$ cat config.mk
export PLATFORM = sky130hd
export DESIGN_NAME = serial_addsub_ctrl
export DESIGN_NICKNAME = d
export VERILOG_FILES = /design/src/rtl/serial_addsub_ctrl.sv
export SDC_FILE = /design/constraint.sdc
export NUM_CORES = 1
export LEC_CHECK = 0
export ABC_AREA = 1
export CORE_MARGIN = 2
export CORE_UTILIZATION = 54
export CTS_BUF_LIST = sky130_fd_sc_hd__clkbuf_2 sky130_fd_sc_hd__clkbuf_4 sky130_fd_sc_hd__clkbuf_8
export DETAILED_ROUTE_END_ITERATION = 10
export PLACE_DENSITY = 0.82
export SETUP_SLACK_MARGIN = 0.02
export SLEW_MARGIN = 30
export SYNTH_ARGS = -nofsm -noshare
export SYNTH_HDL_FRONTEND = slang
export SYNTH_SLANG_ARGS = --single-unit
$ cat constraint.sdc
create_clock -name clk -period 1.5 [get_ports clk]
set_input_delay 0.3 -clock clk [delete_from_list [all_inputs] [get_ports clk]]
set_output_delay 0.3 -clock clk [all_outputs]
set_load 0.01 [all_outputs]
$ cat src/rtl/serial_addsub_ctrl.sv
// Bit-serial two's-complement add/subtract controller driving one shared NAND-only
// full-adder slice, one bit per clock, LSB first, with a start/done handshake.

module nand_full_adder (
    input  logic a,
    input  logic b,
    input  logic cin,
    output logic sum,
    output logic cout,
    output logic overflow
);
    logic n1_s, n2_s, n3_s, x1_s, n4_s, n5_s, n6_s;
    logic o1_s, o2_s, o3_s;

    assign n1_s = ~(a & b);
    assign n2_s = ~(a & n1_s);
    assign n3_s = ~(b & n1_s);
    assign x1_s = ~(n2_s & n3_s);
    assign n4_s = ~(x1_s & cin);
    assign n5_s = ~(x1_s & n4_s);
    assign n6_s = ~(cin & n4_s);
    assign sum  = ~(n5_s & n6_s);
    assign cout = ~(n1_s & n4_s);

    // Overflow is cout xor cin; only meaningful when this slice handles the MSB.
    assign o1_s     = ~(cout & cin);
    assign o2_s     = ~(cout & o1_s);
    assign o3_s     = ~(cin & o1_s);
    assign overflow = ~(o2_s & o3_s);
endmodule

module serial_addsub_ctrl #(
    parameter int WIDTH = 8,
    parameter int CNT_W = $clog2(WIDTH)
) (
    input  logic             clk,
    input  logic             rst,
    input  logic             start,
    input  logic             sub,
    input  logic [WIDTH-1:0] a,
    input  logic [WIDTH-1:0] b,
    output logic             busy,
    output logic             done,
    output logic [WIDTH-1:0] result,
    output logic             cout,
    output logic             overflow
);
    typedef enum logic [1:0] {
        IDLE = 2'd0,
        RUN  = 2'd1,
        DONE = 2'd2
    } state_t;

    localparam logic [CNT_W-1:0] CNT_LAST = CNT_W'(WIDTH - 1);
    localparam logic [CNT_W-1:0] CNT_ONE  = CNT_W'(1);

    state_t           state_r;
    state_t           state_next_s;
    logic             busy_r;
    logic             done_r;
    logic             busy_next_s;
    logic             done_next_s;
    logic [WIDTH-1:0] sa_r;
    logic [WIDTH-1:0] sb_r;
    logic [WIDTH-1:0] sr_r;
    logic [WIDTH-1:0] sr_shift_s;
    logic             carry_r;
    logic [CNT_W-1:0] cnt_r;
    logic             last_s;
    logic [WIDTH-1:0] result_r;
    logic             cout_r;
    logic             overflow_r;
    logic             fa_sum_s;
    logic             fa_cout_s;
    logic             fa_ovf_s;

    nand_full_adder u_slice (
        .a        (sa_r[0]),
        .b        (sb_r[0]),
        .cin      (carry_r),
        .sum      (fa_sum_s),
        .cout     (fa_cout_s),
        .overflow (fa_ovf_s)
    );

    assign last_s     = (cnt_r == CNT_LAST);
    assign sr_shift_s = {fa_sum_s, sr_r[WIDTH-1:1]};

    // State register; busy/done are registered from the next-state decode.
    always_ff @(posedge clk) begin
        if (rst) begin
            state_r <= IDLE;
            busy_r  <= 1'b0;
            done_r  <= 1'b0;
        end else begin
            state_r <= state_next_s;
            busy_r  <= busy_next_s;
            done_r  <= done_next_s;
        end
    end

    // Next-state logic.
    always_comb begin
        state_next_s = IDLE;
        case (state_r)
            IDLE: begin
                if (start) begin
                    state_next_s = RUN;
                end else begin
                    state_next_s = IDLE;
                end
            end
            RUN: begin
                if (last_s) begin
                    state_next_s = DONE;
                end else begin
                    state_next_s = RUN;
                end
            end
            DONE:    state_next_s = IDLE;
            default: state_next_s = IDLE;
        endcase
    end

    // Output decode of the upcoming state.
    always_comb begin
        busy_next_s = 1'b0;
        done_next_s = 1'b0;
        case (state_next_s)
            RUN:  busy_next_s = 1'b1;
            DONE: done_next_s = 1'b1;
            default: begin
                busy_next_s = 1'b0;
                done_next_s = 1'b0;
            end
        endcase
    end

    // Operand shifting, carry chain and result/flag capture on the final bit.
    always_ff @(posedge clk) begin
        if (rst) begin
            sa_r       <= {WIDTH{1'b0}};
            sb_r       <= {WIDTH{1'b0}};
            sr_r       <= {WIDTH{1'b0}};
            carry_r    <= 1'b0;
            cnt_r      <= {CNT_W{1'b0}};
            result_r   <= {WIDTH{1'b0}};
            cout_r     <= 1'b0;
            overflow_r <= 1'b0;
        end else begin
            case (state_r)
                IDLE: begin
                    if (start) begin
                        sa_r    <= a;
                        sb_r    <= b ^ {WIDTH{sub}};
                        carry_r <= sub;
                        cnt_r   <= {CNT_W{1'b0}};
                    end
                end
                RUN: begin
                    sa_r    <= {1'b0, sa_r[WIDTH-1:1]};
                    sb_r    <= {1'b0, sb_r[WIDTH-1:1]};
                    sr_r    <= sr_shift_s;
                    carry_r <= fa_cout_s;
                    cnt_r   <= cnt_r + CNT_ONE;
                    if (last_s) begin
                        result_r   <= sr_shift_s;
                        cout_r     <= fa_cout_s;
                        overflow_r <= fa_ovf_s;
                    end
                end
                default: begin
                    carry_r <= carry_r;
                end
            endcase
        end
    end

    assign busy     = busy_r;
    assign done     = done_r;
    assign result   = result_r;
    assign cout     = cout_r;
    assign overflow = overflow_r;
endmodule
==> run_results.csv, run 1 <==
group,metric,value,unit
outcome,outcome,"finished clean",
synth,synth_flop_cell,"sky130_fd_sc_hd__dfxtp_1",
place,dpl-instance-area,2200,µm²
job,max_cap_violations,0,
sta,drv_slew,0,
sta,final_hold_violations,0,
place,port_buffers,31,
sta,hold_slack,0.477,ns
floorplan,boundaryPins,32,
clock_tree,clock_latency,0.36,ns
synth,synth_nets,276,
layout,final_non_filler_cells,336,
sta,fmax,0.714,GHz
clock_tree,ctsRootBufferMaster,"sky130_fd_sc_hd__clkbuf_4",
drt,number_of_nets_with_antenna_violations_after_detailed_routing,0,
worst_hold_path,hp-class,"reg2reg",
layout,fillerInstances,263,
clock_tree,cts_tree,"yes",
synth,library_cell_with_the_highest_instance_count_after_synthesis,"sky130_fd_sc_hd__nand2_1",
clock_tree,cts_buffer_depth,2,
global_routing,grt_util_all_layers,23.1,%
sta,finalSetupTns,0,ns
power,ir_drop,735,µV
power,power.total,2.44,mW
drt,routed_wl,3940,µm
synth,synth-async-reset-ratio,0,%
critical_path,cp.required,1.77,ns
synth,synth_top_cells_by_count,"83 x sky130_fd_sc_hd__nand2_1, 41 x sky130_fd_sc_hd__dfxtp_1, 32 x sky130_fd_sc_hd__nor2_1",
drt,post_drt_wl_per_cell,11.7,µm
layout,multi_input_area,805,µm²
layout,area_growth,28.1,%
synth,ys_seq_elements,41,
clock_tree,htree_num_levels,2,
layout,design_area_final,2300,µm²
sta,fin_skew,0.0156,ns
sta,timing.max_slew.rel_slack,80.3,%
layout,antennaDiodeCount,0,
synth,syn-instance-count,253,
place,dp_cells,328,
synth,post_synth_instance_area,1790,µm²
floorplan,floorplan.initialDensity,57.8,%
drt,dr.pass1.iters,4,
drt,detail_route.drc_violations,0,
global_routing,grt_pass1_vias,1549,
clock_tree,cts_made_buffers,5,
global_routing,grt_max_degree,17,
synth,synth_enable_flop_cells,0,
sta,finalCriticalPeriod,1.40,ns
floorplan,floorplan.rows,20,
synth,yosys_top_cell_by_area,"sky130_fd_sc_hd__dfxtp_1",
critical_path,cp_data_arrival_time,1.67,ns
drt,routed-via-count,1650,
sta,worst_pin_slew,0.295,ns
floorplan,die_x,61.6,µm
global_routing,grt.overflow.total,0,
critical_path,setup.worst_path.class,"reg2reg",
place,globalplace.congestion,0.777,
critical_path,worstSetupStartpointType,"flop",
power,p_leak,1.16,nW
floorplan,die_h,61.6,µm
power,p_per_area,1060,nW/µm²
sta,grt_setup_unrepaired,"false",
drt,post_dr_vias_cell,4.91,
floorplan,floorplan.die_area,3800,µm²
synth,ys_types,21,
drt,first_iter_violations,107,
sta,timing.final.setup_violations,0,
synth,yosysTopAreaCellShare,45.8,%
clock_tree,clock_tree_sinks,41,
sta,final_min_period_over_clock_period,93.3,%
place,detailed_place_hpwl,2710,µm
layout,drive_gt1_share,10.3,%
critical_path,crit_fanout,4,
synth,seq_area_frac_synth,45.8,%
floorplan,core-area,3100,µm²
synth,synth.top_cells.by_area,"sky130_fd_sc_hd__dfxtp_1 46%, sky130_fd_sc_hd__nand2_1 17%, sky130_fd_sc_hd__o21ai_0 6.7%",
layout,footprint_of_the_flip_flops_and_latches,822,µm²
synth,synth.avg_cell_area,7.09,µm²
global_routing,grt_pass1_wl,6400,µm
synth,yosysWarnings,0,
critical_path,timing.critical_path.to_type,"flop",
clock_tree,clk_transition_reported_paths,0.14,ns
global_routing,initial_antenna_violation_count,0,
layout,nets,314,
[logic make-up after synthesis]
group	Yosys count	share of synthesized area, %
DFF	41	45.8
AOI/OAI and AO/OA	39	11.5
adders and majority gates	3	2.51
buffers and inverters	37	9.70
xor gates and xnor gates	1	0.489
and+or+nand+nor	132	30.0
[registers in the layout, summed over array words and instances (netlist names)]
register	cells
overflow	1
sr_r	7
cout	1
result	8
carry_r	1
state_r	2
done	1
sb_r	8
busy	1
cnt_r	3
sa_r	8
[final cells by class]
class	count	area share, %
clock buffers	5	1.63
flip-flops and latches	41	35.8
repair buffers	41	17.8
well taps	44	2.40
clock inverters	3	3.00
inverters	27	4.41
multi-input cells	175	35.0
[report_power, final]
part | switching (mW) | internal [mW] | total [mW]
Sequential | 0.0373 | 1.15 | 1.19
Clock | 0.383 | 0.524 | 0.908
Combinational | 0.182 | 0.160 | 0.342
Total | 0.602 | 1.83 | 2.44
[layer usage]
| layer | routed length (µm) | track usage (%) | vias up | part of all wire (%) |
|---|---|---|---|---|
| li1 | - | - | 859 | - |
| met1 | 1820 | 27.8 | 735 | 46 |
| met2 | 1810 | 39.1 | 48 | 46 |
| met3 | 239 | 6.51 | 8 | 6.1 |
| met4 | 72 | 8.81 | 0 | 1.8 |
| met5 | 0 | 0 | - | 0 |
[metrics by stage]
step | utilization, % | setup WS (ns)
2_1_floorplan | - | 0.159
5_1_grt | 74.0 | 0.0130
3_5_place_dp | 70.8 | 0.00782
6_report | 74.0 | 0.100
3_3_place_gp | 70.8 | 0.0601
4_1_cts | 73.8 | 0.0614
[worst max-delay path, stage by stage (launching register included)]
cell	delay (ns)
sky130_fd_sc_hd__dfxtp_2	0.36
sky130_fd_sc_hd__fa_1	0.45
sky130_fd_sc_hd__or2_2	0.32
sky130_fd_sc_hd__a21oi_2	0.14
sky130_fd_sc_hd__nor2_1	0.04
[final timing paths]
kind                    to  slack, ns  cells past startpoint     from
setup / recovery  overflow       0.10                      4  carry_r
hold / removal     sa_r[7]       0.48                      2  sa_r[7]
setup reg to reg  overflow       0.10                      4  carry_r
hold reg to reg    sa_r[7]       0.48                      2  sa_r[7]
[cell usage in the layout (no fill, tap or decap), types with 2 or more instances in the layout]
cell / instances
sky130_fd_sc_hd__dfxtp_1: 40
sky130_fd_sc_hd__o21ai_0: 24
sky130_fd_sc_hd__buf_4: 7
sky130_fd_sc_hd__nor2_1: 32
sky130_fd_sc_hd__nand2_1: 82
sky130_fd_sc_hd__nor2_4: 2
sky130_fd_sc_hd__dlygate4sd2_1: 12
sky130_fd_sc_hd__inv_2: 3
sky130_fd_sc_hd__nand3_1: 12
sky130_fd_sc_hd__ha_1: 2
sky130_fd_sc_hd__a21oi_1: 10
sky130_fd_sc_hd__inv_1: 24
sky130_fd_sc_hd__clkdlybuf4s50_1: 19
sky130_fd_sc_hd__clkbuf_4: 5
sky130_fd_sc_hd__buf_12: 3
sky130_fd_sc_hd__a211oi_1: 3
sky130_fd_sc_hd__bufinv_16: 2
[what timing repair did]
action | CTS | global route
resized for setup | 12 | 3
setup buffers | 0 | 0
endpoints found under the setup margin | 12 | 5
hold buffers | 0 | 0
Power figures use the tool's default switching activity.
==> inputs of run 2 (changes only) <==
PLACE_DENSITY = 0.92   (was 0.82)
==> run_results.csv, run 2 (synthesis gave the netlist of run 1 again) <==
group,metric,value,unit
layout,fillerInstances,272,
layout,final_core_utilization,71.8,%
layout,mostFrequentLayoutCells,"82 x sky130_fd_sc_hd__nand2_1, 41 x sky130_fd_sc_hd__dfxtp_1, 32 x sky130_fd_sc_hd__nor2_1",
layout,most_common_cell_after_layout_fill_and_taps_aside,"sky130_fd_sc_hd__nand2_1",
floorplan,core-area,3100,µm²
global_routing,grt-busiest-layer,"met2",
clock_tree,cts_hold_repair.buffers,0,
worst_hold_path,worst_hold_path.endpoint,"sa_r[7]",
layout,multi_input_area,801,µm²
worst_hold_path,hp-class,"reg2reg",
clock_tree,cts_made_buffers,5,
place,dp_cells,329,
layout,footprint_of_the_flip_flops_and_latches,821,µm²
layout,nets,315,
critical_path,worstSetupStartpointType,"flop",
sta,timing.final.setup_violations,0,
drt,number_of_nets_with_antenna_violations_after_detailed_routing,0,
power,p_per_area,936,nW/µm²
sta,final_min_period_over_clock_period,95.4,%
sta,final_hold_violations,0,
power,ir_drop,720,µV
worst_hold_path,number_of_instances_on_the_worst_hold_path,2,
critical_path,cp.required,1.78,ns
drt,dr.pass1.iters,4,
floorplan,floorplan.rows,20,
drt,post_drt_wl_per_cell,11.1,µm
sta,finalCriticalPeriod,1.43,ns
sta,drv_slew,0,
critical_path,timing.critical_path.to_type,"flop",
drt,detail_route.drc_violations,0,
clock_tree,clk_transition_reported_paths,0.12,ns
sta,hold_slack,0.478,ns
layout,final_non_filler_cells,337,
sta,fin_skew,0.00796,ns
global_routing,grt_pass1_vias,1451,
clock_tree,clock_tree_sinks,41,
critical_path,cp_data_arrival_time,1.71,ns
global_routing,grt_max_degree,18,
global_routing,globalRouteMet2Util,38.8,%
floorplan,floorplan.die_area,3800,µm²
clock_tree,cts_buffer_depth,2,
sta,grt_setup_unrepaired,"false",
job,max_cap_violations,0,
clock_tree,ctsRootBufferMaster,"sky130_fd_sc_hd__clkbuf_4",
critical_path,setup.worst_path.class,"reg2reg",
clock_tree,htree_num_levels,2,
clock_tree,cts_tree,"yes",
global_routing,initial_antenna_violation_count,0,
place,port_buffers,31,
critical_path,crit_fanout,4,
place,detailed_place_hpwl,2730,µm
floorplan,boundaryPins,32,
global_routing,grt_use_met3,5.88,%
power,p_leak,1.13,nW
drt,first_iter_violations,68,
clock_tree,clock_latency,0.37,ns
layout,drive_gt1_share,9.90,%
outcome,outcome,"finished clean",
sta,timing.max_slew.rel_slack,84.4,%
floorplan,floorplan.initialDensity,57.8,%
sta,worst_pin_slew,0.233,ns
worst_hold_path,holdCritStartpoint,"sa_r[7]",
layout,area_growth,24.3,%
critical_path,reg2reg_slack,0.07,ns
global_routing,globalRouteMet1Util,26.0,%
global_routing,grt_util_all_layers,22.9,%
sta,finalSetupTns,0,ns
critical_path,reg2reg_launch_point,"carry_r",
floorplan,die_h,61.6,µm
global_routing,grt_pass1_wl,6160,µm
drt,post_dr_vias_cell,4.85,
layout,antennaDiodeCount,0,
drt,routed_wl,3750,µm
critical_path,reg2reg_depth,4,
drt,routed-via-count,1636,
power,power.total,2.09,mW
floorplan,die_x,61.6,µm
sta,fmax,0.699,GHz
global_routing,grt.overflow.total,0,
place,globalplace.congestion,0.800,
critical_path,regToRegEndpoint,"overflow",
run 2: cell count changes in the layout (fill, tap and decap cells not counted), sizes merged:
cell / before / now
clkbuf: 5 / 6
clkinvlp: 0 / 2
bufinv: 2 / 0
buf: 10 / 11
inv: 28 / 27
run 2: through the flow:
| stage | area (µm²) | worst slack [ns] |
|---|---|---|
| after floorplan | 1790 | 0.159 |
| after global placement | 2180 | 0.0769 |
| after CTS | 2230 | 0.0751 |
| after detailed placement | 2180 | 0.0393 |
| after global routing | 2230 | 0.0250 |
| final | 2230 | 0.0695 |
run 2: worst max path at each step:
stage / slack [ns] / to / startpoint
after detailed placement: 0.04 / sb_r[4] / start
after global routing: 0.03 / result[6] / cnt_r[0]
after global placement: 0.08 / sb_r[0] / start
after floorplan: 0.16 / overflow / carry_r
after CTS: 0.08 / overflow / carry_r
final: 0.07 / overflow / carry_r
run 2: per-layer routing:
metal | routed length [µm] | part of all wire, %
met5 | 0 | 0
met4 | 87 | 2.3
met3 | 163 | 4.3
met2 | 1820 | 49
met1 | 1680 | 45
run 2: final cells by class:
| type | instances | area share, % |
|---|---|---|
| Timing Repair Buffer | 42 | 17.5 |
| Sequential cell | 41 | 36.8 |
| Clock buffer | 6 | 2.02 |
| Clock inverter | 2 | 0.674 |
| Inverter | 27 | 4.55 |
| Tap cell | 44 | 2.47 |
| Multi-Input combinational cell | 175 | 35.9 |
run 2: worst max-delay path, cell delays in order (launching register included):
cell and delay, ns:
sky130_fd_sc_hd__dfxtp_1 0.37, sky130_fd_sc_hd__fa_1 0.47, sky130_fd_sc_hd__or2_2 0.31, sky130_fd_sc_hd__a21oi_1 0.14
sky130_fd_sc_hd__nor2_1 0.05
run 2: where the power goes:
part           internal (mW)  switching (mW)
Combinational          0.152           0.173
Sequential              1.15          0.0361
Clock                  0.201           0.376
Total                   1.50           0.585
run 2: timing repair:
item | CTS | global route
cloned | 0 | 0
endpoints found under the setup margin | 12 | 4
pin swaps | 0 | 1
setup buffers | 0 | 0
gates resized for setup | 12 | 1
==> inputs of run 3 (changes only) <==
CAP_MARGIN = 10   (was not set)
==> results of run 3 <==
Final layout, timing and power as in run 2 (identical DEF).
